[config.mk]
export PLATFORM = sky130hd
export DESIGN_NAME = uart_tx_fifo_flat
export DESIGN_NICKNAME = d
export VERILOG_FILES = /design/src/rtl/uart_tx_fifo_if.sv /design/src/rtl/uart_tx_fifo.sv /design/src/flat_wrapper.sv
export SDC_FILE = /design/constraint.sdc
export NUM_CORES = 1
export LEC_CHECK = 0
export ABC_AREA = 1
export BUFFER_PORTS_ARGS = -buffer_cell sky130_fd_sc_hd__buf_2
export CORE_ASPECT_RATIO = 0.8
export CORE_MARGIN = 2
export CORE_UTILIZATION = 46
export CTS_CLUSTER_SIZE = 16
export DETAILED_ROUTE_END_ITERATION = 12
export GPL_TIMING_DRIVEN = 0
export HOLD_SLACK_MARGIN = 0.05
export RECOVER_POWER = 50
export SYNTH_ARGS = -nofsm -noshare
export SYNTH_HDL_FRONTEND = slang
export SYNTH_SLANG_ARGS = --single-unit
[constraint.sdc]
create_clock -name Clk -period 3.3 [get_ports Clk]
set_input_delay 0 -clock Clk [delete_from_list [all_inputs] [get_ports Clk]]
set_output_delay 0 -clock Clk [all_outputs]
set_load 0.005 [all_outputs]
[src/rtl/uart_tx_fifo_if.sv]
// rtl/uart_tx_fifo_if.sv - push and serial-line signal bundle for uart_tx_fifo
interface uart_tx_fifo_if #(
    parameter int DATA_BITS  = 8,
    parameter int FIFO_DEPTH = 8
);
    localparam int CW = $clog2(FIFO_DEPTH + 1);

    logic [DATA_BITS-1:0] Din;
    logic                 Din_Valid;
    logic                 Din_Ready;
    logic                 Serial_Out;
    logic                 UBusy;
    logic [CW-1:0]        Fifo_Count;
    logic                 Frame_Done;

    modport master (
        output Din, Din_Valid,
        input  Din_Ready, Serial_Out, UBusy, Fifo_Count, Frame_Done
    );

    modport slave (
        input  Din, Din_Valid,
        output Din_Ready, Serial_Out, UBusy, Fifo_Count, Frame_Done
    );
endinterface

[src/rtl/uart_tx_fifo.sv]
// rtl/uart_tx_fifo.sv - FIFO-buffered UART transmitter with configurable frame format
module uart_tx_fifo #(
    parameter int DATA_BITS    = 8,
    parameter int PARITY_MODE  = 1,
    parameter int STOP_BITS    = 1,
    parameter int CLKS_PER_BIT = 16,
    parameter int FIFO_DEPTH   = 8
) (
    input  logic          Clk,
    input  logic          Rst,
    uart_tx_fifo_if.slave bus
);
    localparam int CW = $clog2(FIFO_DEPTH + 1);
    localparam int PW = $clog2(FIFO_DEPTH);
    localparam int BW = $clog2(CLKS_PER_BIT);
    localparam int IW = 4;

    if (DATA_BITS < 5 || DATA_BITS > 9 || PARITY_MODE < 0 || PARITY_MODE > 2 ||
        STOP_BITS < 1 || STOP_BITS > 2 || CLKS_PER_BIT < 2 || FIFO_DEPTH < 2 ||
        (FIFO_DEPTH & (FIFO_DEPTH - 1)) != 0) begin : g_bad_params
        $error("uart_tx_fifo: parameter out of range");
    end

    typedef enum logic [2:0] {S_IDLE, S_START, S_DATA, S_PARITY, S_STOP} state_t;

    logic [DATA_BITS-1:0] mem_q [FIFO_DEPTH];
    logic [PW-1:0]        wr_ptr_q, rd_ptr_q;
    logic [CW-1:0]        count_q;

    state_t               state_q;
    logic [BW-1:0]        baud_q;
    logic [IW-1:0]        bit_q;
    logic [DATA_BITS-1:0] shift_q;
    logic                 par_q, serial_q, busy_q, done_q;

    logic                 ready, push, pop, nonempty, baud_end, last_stop;
    logic [DATA_BITS-1:0] head;
    logic                 head_par;

    assign ready     = (count_q != CW'(FIFO_DEPTH));
    assign push      = bus.Din_Valid && ready;
    assign nonempty  = (count_q != '0);
    assign head      = mem_q[rd_ptr_q];
    assign head_par  = (^head) ^ (PARITY_MODE == 2);
    assign baud_end  = (baud_q == BW'(CLKS_PER_BIT - 1));
    assign last_stop = (bit_q == IW'(STOP_BITS - 1));
    // Pop either from idle or at the very end of a frame so the next start bit follows with no gap.
    assign pop       = nonempty && ((state_q == S_IDLE) ||
                                    (state_q == S_STOP && baud_end && last_stop));

    always_ff @(posedge Clk) begin
        if (push) mem_q[wr_ptr_q] <= bus.Din;
    end

    always_ff @(posedge Clk or negedge Rst) begin
        if (!Rst) begin
            wr_ptr_q <= '0;
            rd_ptr_q <= '0;
            count_q  <= '0;
        end else begin
            if (push) wr_ptr_q <= wr_ptr_q + PW'(1);
            if (pop)  rd_ptr_q <= rd_ptr_q + PW'(1);
            if (push && !pop)      count_q <= count_q + CW'(1);
            else if (pop && !push) count_q <= count_q - CW'(1);
        end
    end

    always_ff @(posedge Clk or negedge Rst) begin
        if (!Rst) begin
            state_q  <= S_IDLE;
            baud_q   <= '0;
            bit_q    <= '0;
            shift_q  <= '0;
            par_q    <= 1'b0;
            serial_q <= 1'b1;
            busy_q   <= 1'b0;
            done_q   <= 1'b0;
        end else begin
            done_q <= 1'b0;
            baud_q <= baud_end ? '0 : baud_q + BW'(1);
            case (state_q)
                S_IDLE: begin
                    baud_q <= '0;
                    if (pop) begin
                        shift_q  <= head;
                        par_q    <= head_par;
                        serial_q <= 1'b0;
                        busy_q   <= 1'b1;
                        state_q  <= S_START;
                    end
                end
                S_START: begin
                    if (baud_end) begin
                        bit_q    <= '0;
                        serial_q <= shift_q[0];
                        state_q  <= S_DATA;
                    end
                end
                S_DATA: begin
                    if (baud_end) begin
                        if (bit_q == IW'(DATA_BITS - 1)) begin
                            bit_q <= '0;
                            if (PARITY_MODE != 0) begin
                                serial_q <= par_q;
                                state_q  <= S_PARITY;
                            end else begin
                                serial_q <= 1'b1;
                                state_q  <= S_STOP;
                            end
                        end else begin
                            shift_q  <= shift_q >> 1;
                            serial_q <= shift_q[1];
                            bit_q    <= bit_q + IW'(1);
                        end
                    end
                end
                S_PARITY: begin
                    if (baud_end) begin
                        bit_q    <= '0;
                        serial_q <= 1'b1;
                        state_q  <= S_STOP;
                    end
                end
                S_STOP: begin
                    // Registered pulse: raise it one cycle early so it lands in the final stop cycle.
                    if (last_stop && baud_q == BW'(CLKS_PER_BIT - 2)) done_q <= 1'b1;
                    if (baud_end) begin
                        if (last_stop) begin
                            bit_q <= '0;
                            if (pop) begin
                                shift_q  <= head;
                                par_q    <= head_par;
                                serial_q <= 1'b0;
                                state_q  <= S_START;
                            end else begin
                                busy_q  <= 1'b0;
                                state_q <= S_IDLE;
                            end
                        end else begin
                            bit_q <= bit_q + IW'(1);
                        end
                    end
                end
                default: state_q <= S_IDLE;
            endcase
        end
    end

    assign bus.Din_Ready  = ready;
    assign bus.Serial_Out = serial_q;
    assign bus.UBusy      = busy_q;
    assign bus.Fifo_Count = count_q;
    assign bus.Frame_Done = done_q;
endmodule
[src/flat_wrapper.sv]
// flat-port wrapper written by rule: the top's interface ports become plain ports
module uart_tx_fifo_flat 
#(
    parameter int DATA_BITS    = 8,
    parameter int PARITY_MODE  = 1,
    parameter int STOP_BITS    = 1,
    parameter int CLKS_PER_BIT = 16,
    parameter int FIFO_DEPTH   = 8
)
  (Clk, Rst, bus_Din, bus_Din_Valid, bus_Din_Ready, bus_Serial_Out, bus_UBusy, bus_Fifo_Count, bus_Frame_Done);
  uart_tx_fifo_if #(.DATA_BITS(DATA_BITS), .FIFO_DEPTH(FIFO_DEPTH)) bus_i ();
  input  logic Clk;
  input  logic Rst;
  input wire logic [$bits(bus_i.Din)-1:0] bus_Din;
  input wire logic [$bits(bus_i.Din_Valid)-1:0] bus_Din_Valid;
  output wire logic [$bits(bus_i.Din_Ready)-1:0] bus_Din_Ready;
  output wire logic [$bits(bus_i.Serial_Out)-1:0] bus_Serial_Out;
  output wire logic [$bits(bus_i.UBusy)-1:0] bus_UBusy;
  output wire logic [$bits(bus_i.Fifo_Count)-1:0] bus_Fifo_Count;
  output wire logic [$bits(bus_i.Frame_Done)-1:0] bus_Frame_Done;
  assign bus_i.Din = bus_Din;
  assign bus_i.Din_Valid = bus_Din_Valid;
  assign bus_Din_Ready = bus_i.Din_Ready;
  assign bus_Serial_Out = bus_i.Serial_Out;
  assign bus_UBusy = bus_i.UBusy;
  assign bus_Fifo_Count = bus_i.Fifo_Count;
  assign bus_Frame_Done = bus_i.Frame_Done;
  uart_tx_fifo #(.DATA_BITS(DATA_BITS), .PARITY_MODE(PARITY_MODE), .STOP_BITS(STOP_BITS), .CLKS_PER_BIT(CLKS_PER_BIT), .FIFO_DEPTH(FIFO_DEPTH)) u_core (.Clk(Clk), .Rst(Rst), .bus(bus_i));
endmodule
==> results of run 1 <==
## cell usage after synthesis, drive strengths merged (2+ instances only)
cell type  number  share of area [%]
inv            81                6.4
ha              9                2.3
o31ai           2               0.31
buf            14                2.5
xor2            6                1.1
o21ai          28                3.3
a31oi           5               0.65
xnor2           2               0.36
edfxtp         64                 40
nand2         199                 16
dfrtp          32                 17
nand3          51                5.6
nor2           33                2.9
a21oi           5               0.52
## final cells by class
type / instances / area (sq um)
Fill cell: 958 / 4778
Sequential cell: 97 / 2749
Multi-Input combinational cell: 347 / 1635
Inverter: 81 / 309.0
Clock buffer: 12 / 267.8
Timing Repair Buffer: 28 / 175.2
Tap cell: 140 / 175.2
Buffer: 15 / 123.9
Clock inverter: 4 / 26.28
## metal layers
layer / track usage (%) / up-vias / share of wire [%]
li1: - / 1803 / -
met1: 27.64 / 1675 / 50
met2: 32.13 / 63 / 45
met3: 3.947 / 11 / 4.5
met4: 5.060 / 0 / 1.1
met5: 0 / - / 0
## through the flow
stage                     hold slack, ns  worst slack (ns)
after floorplan                  -0.2956            0.9885
after global placement            0.1053            0.7839
after detailed placement          0.1109            0.7348
after CTS                         0.2752            0.6976
after global routing              0.5013            0.4376
final                             0.4830            0.7108
## cell families (layout without fill, tap and decap cells)
family	count (synthesis)	after routing	share of synthesized area, %
simple gates	287	287	24.62
fa+ha+maj	10	10	2.753
xor+xnor	8	8	1.455
buf+inv	96	140	8.987
compound gates	42	42	5.117
flops	97	97	57.07
## final timing paths
kind                              startpoint                  endpoint  slack [ns]  cells after the start
min reg2reg                u_core.shift_q[7]         u_core.shift_q[7]        0.48                      2
max                          u_core.bit_q[0]  u_core.bus.Fifo_Count[3]        0.71                     14
max reg2reg                  u_core.bit_q[0]  u_core.bus.Fifo_Count[3]        0.71                     14
min                        u_core.shift_q[7]         u_core.shift_q[7]        0.48                      2
min in group asynchronous                Rst           u_core.bit_q[2]        0.66                      2
max in group asynchronous                Rst         u_core.state_q[0]        1.64                      2
## where the power goes
part | switching [uW] | internal [uW]
clock network | 436 | 576
logic | 332 | 168
registers | 74.1 | 1470
total | 841 | 2210
## state kept, by name, indices dropped and copies added (netlist names), 3 cells and up
register	cells
u_core.baud_q	4
u_core.mem_q	64
u_core.shift_q	8
u_core.bus.Fifo_Count	4
u_core.state_q	3
u_core.rd_ptr_q	3
u_core.bit_q	4
u_core.wr_ptr_q	3
## worst reg2reg max path: stages, from the launching register on
cell and delay, ns:
dfrtp_1 0.41, inv_1 0.09, ha_1 0.16, nand3_1 0.15, o21ai_4 0.25, nand3_4 0.16
ha_1 0.26, inv_1 0.12, ha_1 0.25, a21o_1 0.18, a21oi_1 0.16, nand2_1 0.07
nand2_1 0.06, nor2_1 0.04, xor2_1 0.13
==> key figures, run 1 <==
Floorplanning
  – Row Count: 33
  – Die Area: 0.01131 sq mm
  – Die W: 118.4 um
  – Core ar.: 0.01024 sq mm
  – I/O Pins: 19
  – Initial Util: 47.04%
  – Die Ht: 95.53 um

Yosys
  – Most used DFF post-synth: edfxtp_1
  – FFs w/ async S/R, synth: 34.02%
  – Seq/Total Area, Yosys: 57.06%
  – Post-Syn Area: 0.004817 sq mm
  – Syn_area_per_cell: 8.921 sq um
  – Synth Instances: 540
  – Netlist cell types: 33
  – EDFF count, synth: 64
  – Synth Register Bits: 97
  – Ys Warns: 0
  – Syn nets: 561

Place
  – # port buffers: 18
  – Hpwl dp: 6.920 mm
  – RD Place Congestion: 0.8320
  – Post-DP Area: 0.005082 sq mm
  – Total placed cells including tap cells: 698

Pwr
  – Cell Pwr Density: 559.3 mW/mm^2
  – Maximum VDD drop: 0.3903 mV
  – Overall power: 3055 uW
  – P_leak: 0.002525 uW

Setup path
  – Worst path bufs/invs: 2
  – Crit-path max cell delay: 0.41 ns
  – WS Path Type: reg2reg
  – Critical Path AT: 2.82 ns
  – Cell Chain, Critical Path: inv_1, ha_1, nand3_1, o21ai_4, nand3_4, ha_1, inv_1, ha_1, a21o_1, a21oi_1, nand2_1, nand2_1, nor2_1, xor2_1
  – Crit-path slowest cell: dfrtp_1
  – Worst Path Required: 3.53 ns
  – Crit Path Max Fanout: 6
  – Nature of the critical path startpoint: flip-flop
  – CP top delay family: adder cells
  – Most used cell, CP: ha_1
  – Crit. End Element: flip-flop

Clock tree
  – Setup bufs post-CTS: 0
  – Cts-stage hold buffer count: 10
  – Num CTS Buffers: 9
  – Sink Count: 97
  – Post_cts resized: 0
  – Skew-Pair Late Insertion Delay: 0.34 ns
  – H-Tree Depth: 3
  – Clock-pin slew on the worst setup and hold paths: 0.07 ns
  – CTS tree: done
  – Buffer levels on the longest clock path: 2
  – CTS root buffer: clkbuf_16

Timing
  – Hold Vio Cnt, Final: 0
  – Final Max Tran Viols: 34
  – Maximum clock rate: 386.2 MHz
  – Slew @ Worst Pin: 1.747 ns
  – Rel. slew slack: -16.49%
  – Final setup vio count: 0
  – Setup TNS: 0 ns
  – RSZ-0062 raised after global routing: false
  – Final min period: 2.589 ns
  – Fin Clk Skew: 0.005307 ns
  – Tcrit/Tclk final: 78.46%

Flow run
  – Max cap viols: 1

Global route
  – Global-route wire length before repair: 16.74 mm
  – Initial antenna violation count: 0
  – Gr ovfl total: 0
  – Vias in the first global route: 3,365
  – Tot GR Track Use: 19.81%
  – Largest net degree at the start of global routing: 34

Detailed routing
  – Drt via density: 4.906
  – Initial DRC count: 226
  – # DRC: 0
  – Final WL: 10.34 mm
  – TritonRoute pass-1 iters: 5
  – Final ANT Viol Nets: 0
  – Vias: 3,552
  – Routed WL per cell: 14.27 um

Layout
  – Fin util: 53.34%
  – Fin cells: 724
  – Diodes inserted: 0
  – Commonest non-fill, non-tap cell in the layout: nand2_1
  – Layout cell share with drive strength beyond 1: 8.733%
  – Post-route cell area: 0.005461 sq mm
  – Layout Nets: 600
  – Most frequent cells in the layout: 196 x nand2_1, 76 x inv_1, 64 x edfxtp_1, 50 x nand3_1, 32 x dfrtp_1
  – Area growth, synth to finish: 13.38%

Run status
  – Violated checks: max-capacitance violations, max-slew violations
  – Run status: complete, but fails checks

Worst hold path
  – Hold WC Path Type: reg2reg
Power figures use the tool's default switching activity.
==> inputs of run 2 (changes only) <==
==> constraint.sdc (replaced) <==
create_clock -name Clk -period 2.6 [get_ports Clk]
set_input_delay 0 -clock Clk [delete_from_list [all_inputs] [get_ports Clk]]
set_output_delay 0 -clock Clk [all_outputs]
set_load 0.005 [all_outputs]
==> run 2 against run 1 <==
Compared with the run above: the run still ends with max-capacitance violations, max-slew violations left; non-clock buffer count is 2 higher; routed wire length is 0.37% higher; sequential power is 27% higher; clock-buffer cell count stayed put; global-route usage hardly changed; clock skew hardly changed; sequential share of layout area is 0.29 points lower; largest cell class unchanged; largest power group unchanged.
==> key figures, run 2 (synthesis gave the netlist of run 1 again) <==
Run status
  – Run status: complete, but fails checks (unchanged)
  – Violated checks: max-capacitance violations, max-slew violations (unchanged)

Place
  – # port buffers: 18 (unchanged)
  – Hpwl dp: 6.920 mm (unchanged)
  – RD Place Congestion: 0.8320 (unchanged)

Pwr
  – P_leak: 0.002548 uW (was 0.002525 uW)
  – Maximum VDD drop: 0.5016 mV (was 0.3903 mV)
  – Cell Pwr Density: 709.2 mW/mm^2 (was 559.3 mW/mm^2)
  – NetSw: 1079 uW (was 841.4 uW)
  – Combinational share of power: 16.7% (was 16.4%)
  – Clock share of power: 33.0% (was 33.1%)
  – Overall power: 3895 uW (was 3055 uW)
  – Flop pwr share: 50.3% (was 50.5%)
  – Sw Ratio: 27.71% (was 27.54%)
  – Cell Int Power: 2816 uW (was 2213 uW)

Setup path
  – Crit Path Max Fanout: 8 (was 6)
  – Reg2Reg Setup Slack: 0.15 ns (was 0.71 ns)
  – Nature of the critical path startpoint: flip-flop (unchanged)
  – Crit. End Element: flip-flop (unchanged)
  – Critical Path AT: 2.40 ns (was 2.82 ns)
  – WS Path Type: reg2reg (unchanged)
  – Worst Path Required: 2.56 ns (was 3.53 ns)

Timing
  – Fin Clk Skew: 0.004886 ns (was 0.005307 ns)
  – Hold Vio Cnt, Final: 0 (unchanged)
  – Tcrit/Tclk final: 94.21% (was 78.46%)
  – Rel. slew slack: -15.54% (was -16.49%)
  – Final setup vio count: 0 (unchanged)
  – Final Max Tran Viols: 34 (unchanged)
  – Final min period: 2.449 ns (was 2.589 ns)
  – Maximum clock rate: 408.3 MHz (was 386.2 MHz)
  – WHS: 0.4837 ns (was 0.4830 ns)
  – Slew @ Worst Pin: 1.733 ns (was 1.747 ns)

Layout
  – Final-layout fill cell count: 964 (was 958)
  – Layout cell share with drive strength beyond 1: 9.556% (was 8.733%)
  – Diodes inserted: 0 (unchanged)
  – Most frequent cells in the layout: 196 x nand2_1, 76 x inv_1, 64 x edfxtp_1, 49 x nand3_1, 32 x dfrtp_1 (was 196 x nand2_1, 76 x inv_1, 64 x edfxtp_1, 50 x nand3_1, 32 x dfrtp_1)
  – Regs by FF count: u_core.mem_q: 64 flops, u_core.shift_q: 8 flops (unchanged)
  – Area growth, synth to finish: 14.03% (was 13.38%)
  – Most flop-heavy register: u_core.mem_q (unchanged)
  – Layout Nets: 602 (was 600)
  – Fin util: 53.64% (was 53.34%)
  – Max reg flops: 64 (unchanged)
  – Commonest non-fill, non-tap cell in the layout: nand2_1 (unchanged)

Floorplanning
  – Die Area: 0.01131 sq mm (unchanged)
  – I/O Pins: 19 (unchanged)
  – Die Ht: 95.53 um (unchanged)
  – Initial Util: 47.04% (unchanged)
  – Die W: 118.4 um (unchanged)
  – Row Count: 33 (unchanged)
  – Core ar.: 0.01024 sq mm (unchanged)

Global route
  – Gr ovfl total: 0 (unchanged)
  – Initial antenna violation count: 0 (unchanged)
  – Global-route wire length before repair: 16.71 mm (was 16.74 mm)
  – Largest net degree at the start of global routing: 34 (unchanged)
  – Tot GR Track Use: 19.77% (was 19.81%)
  – Vias in the first global route: 3,356 (was 3,365)

Clock tree
  – Skew-Pair Late Insertion Delay: 0.34 ns (about the same)
  – Buffer levels on the longest clock path: 2 (unchanged)
  – CTS root buffer: clkbuf_16 (unchanged)
  – H-Tree Depth: 3 (unchanged)
  – Num CTS Buffers: 9 (unchanged)
  – Sink Count: 97 (unchanged)
  – Clock-pin slew on the worst setup and hold paths: 0.06 ns (was 0.07 ns)
  – CTS tree: done (unchanged)

Detailed routing
  – Drt via density: 4.879 (was 4.906)
  – # DRC: 0 (unchanged)
  – TritonRoute pass-1 iters: 5 (unchanged)
  – Final WL: 10.37 mm (was 10.34 mm)
  – Final ANT Viol Nets: 0 (unchanged)
  – Vias: 3,542 (was 3,552)
  – Routed WL per cell: 14.29 um (was 14.27 um)
  – Initial DRC count: 222 (was 226)

Worst hold path
  – Hold WC Path Type: reg2reg (unchanged)

Flow run
  – Max cap viols: 1 (unchanged)
## run 2: cell types whose count changed in the layout (fill, tap and decap cells not counted), sizes merged
| cell | change |
|---|---|
| buf | +2 |
## run 2: metrics by stage
| step | instances | TNS [ns] | setup slack, ns | cell area, sq um |
|---|---|---|---|---|
| finish | 726 | 0 | 0.1506 | 5493 |
| global route | 726 | -0.002579 | -0.002579 | 5493 |
| CTS | 724 | 0 | 0.009611 | 5477 |
| detailed placement | 698 | 0 | 0.03483 | 5082 |
| global placement | 698 | 0 | 0.08386 | 5082 |
| floorplan | 540 | 0 | 0.2885 | 4817 |
## run 2: worst paths after layout
path,from,end,cells past startpoint
max,u_core.bus.Fifo_Count[0],u_core.mem_q[2][2],5
min,u_core.baud_q[0],u_core.baud_q[0],1
max reg2reg,u_core.bus.Fifo_Count[0],u_core.mem_q[2][2],5
min reg2reg,u_core.baud_q[0],u_core.baud_q[0],1
max in group asynchronous,Rst,u_core.state_q[0],2
min in group asynchronous,Rst,u_core.bit_q[1],2
## run 2: repair_timing
item | CTS | global route
endpoints found under the setup margin | 1 | 1
hold buffers | 10 | 0
resized for setup | 0 | 4
buffers inserted | 0 | 2
pin swaps | 1 | 2
gates cloned | 0 | 0
endpoints found under the hold margin | 97 | 0
## run 2: final cells by class
type                       instances  area, sq um  share of cell area [%]
buffer                            15        123.9                   2.255
clock buffer                      12        267.8                   4.875
clock inverter                     4        26.28                  0.4784
inverter                          81        309.0                   5.626
multi-input combinational        347         1652                   30.07
sequential                        97         2749                   50.05
tap                              140        175.2                   3.189
timing repair buffer              30        190.2                   3.462
## run 2: critical path, stage by stage (launching register included)
cell,delay [ns]
dfrtp_1,0.45
nor2_1,0.13
nand3b_1,0.11
nand2_1,0.09
or2_2,0.33
nor2_1,0.94
## run 2: power by group through the flow
stage          sequential [uW]  combinational [uW]  clock (uW)
2_1_floorplan             1970                 418           0
3_3_place_gp              1980                 610           0
3_5_place_dp              1990                 626           0
4_1_cts                   1960                 644        1310
5_1_grt                   1980                 740        1370
6_report                  1960                 650        1290
## run 2: routing by layer
metal,up-vias,part of all wire (%),global-route usage [%]
li1,1803,-,-
met1,1664,51,27.64
met2,66,44,31.98
met3,9,3.6,3.947
met5,-,0,0
met4,0,1.0,5.060
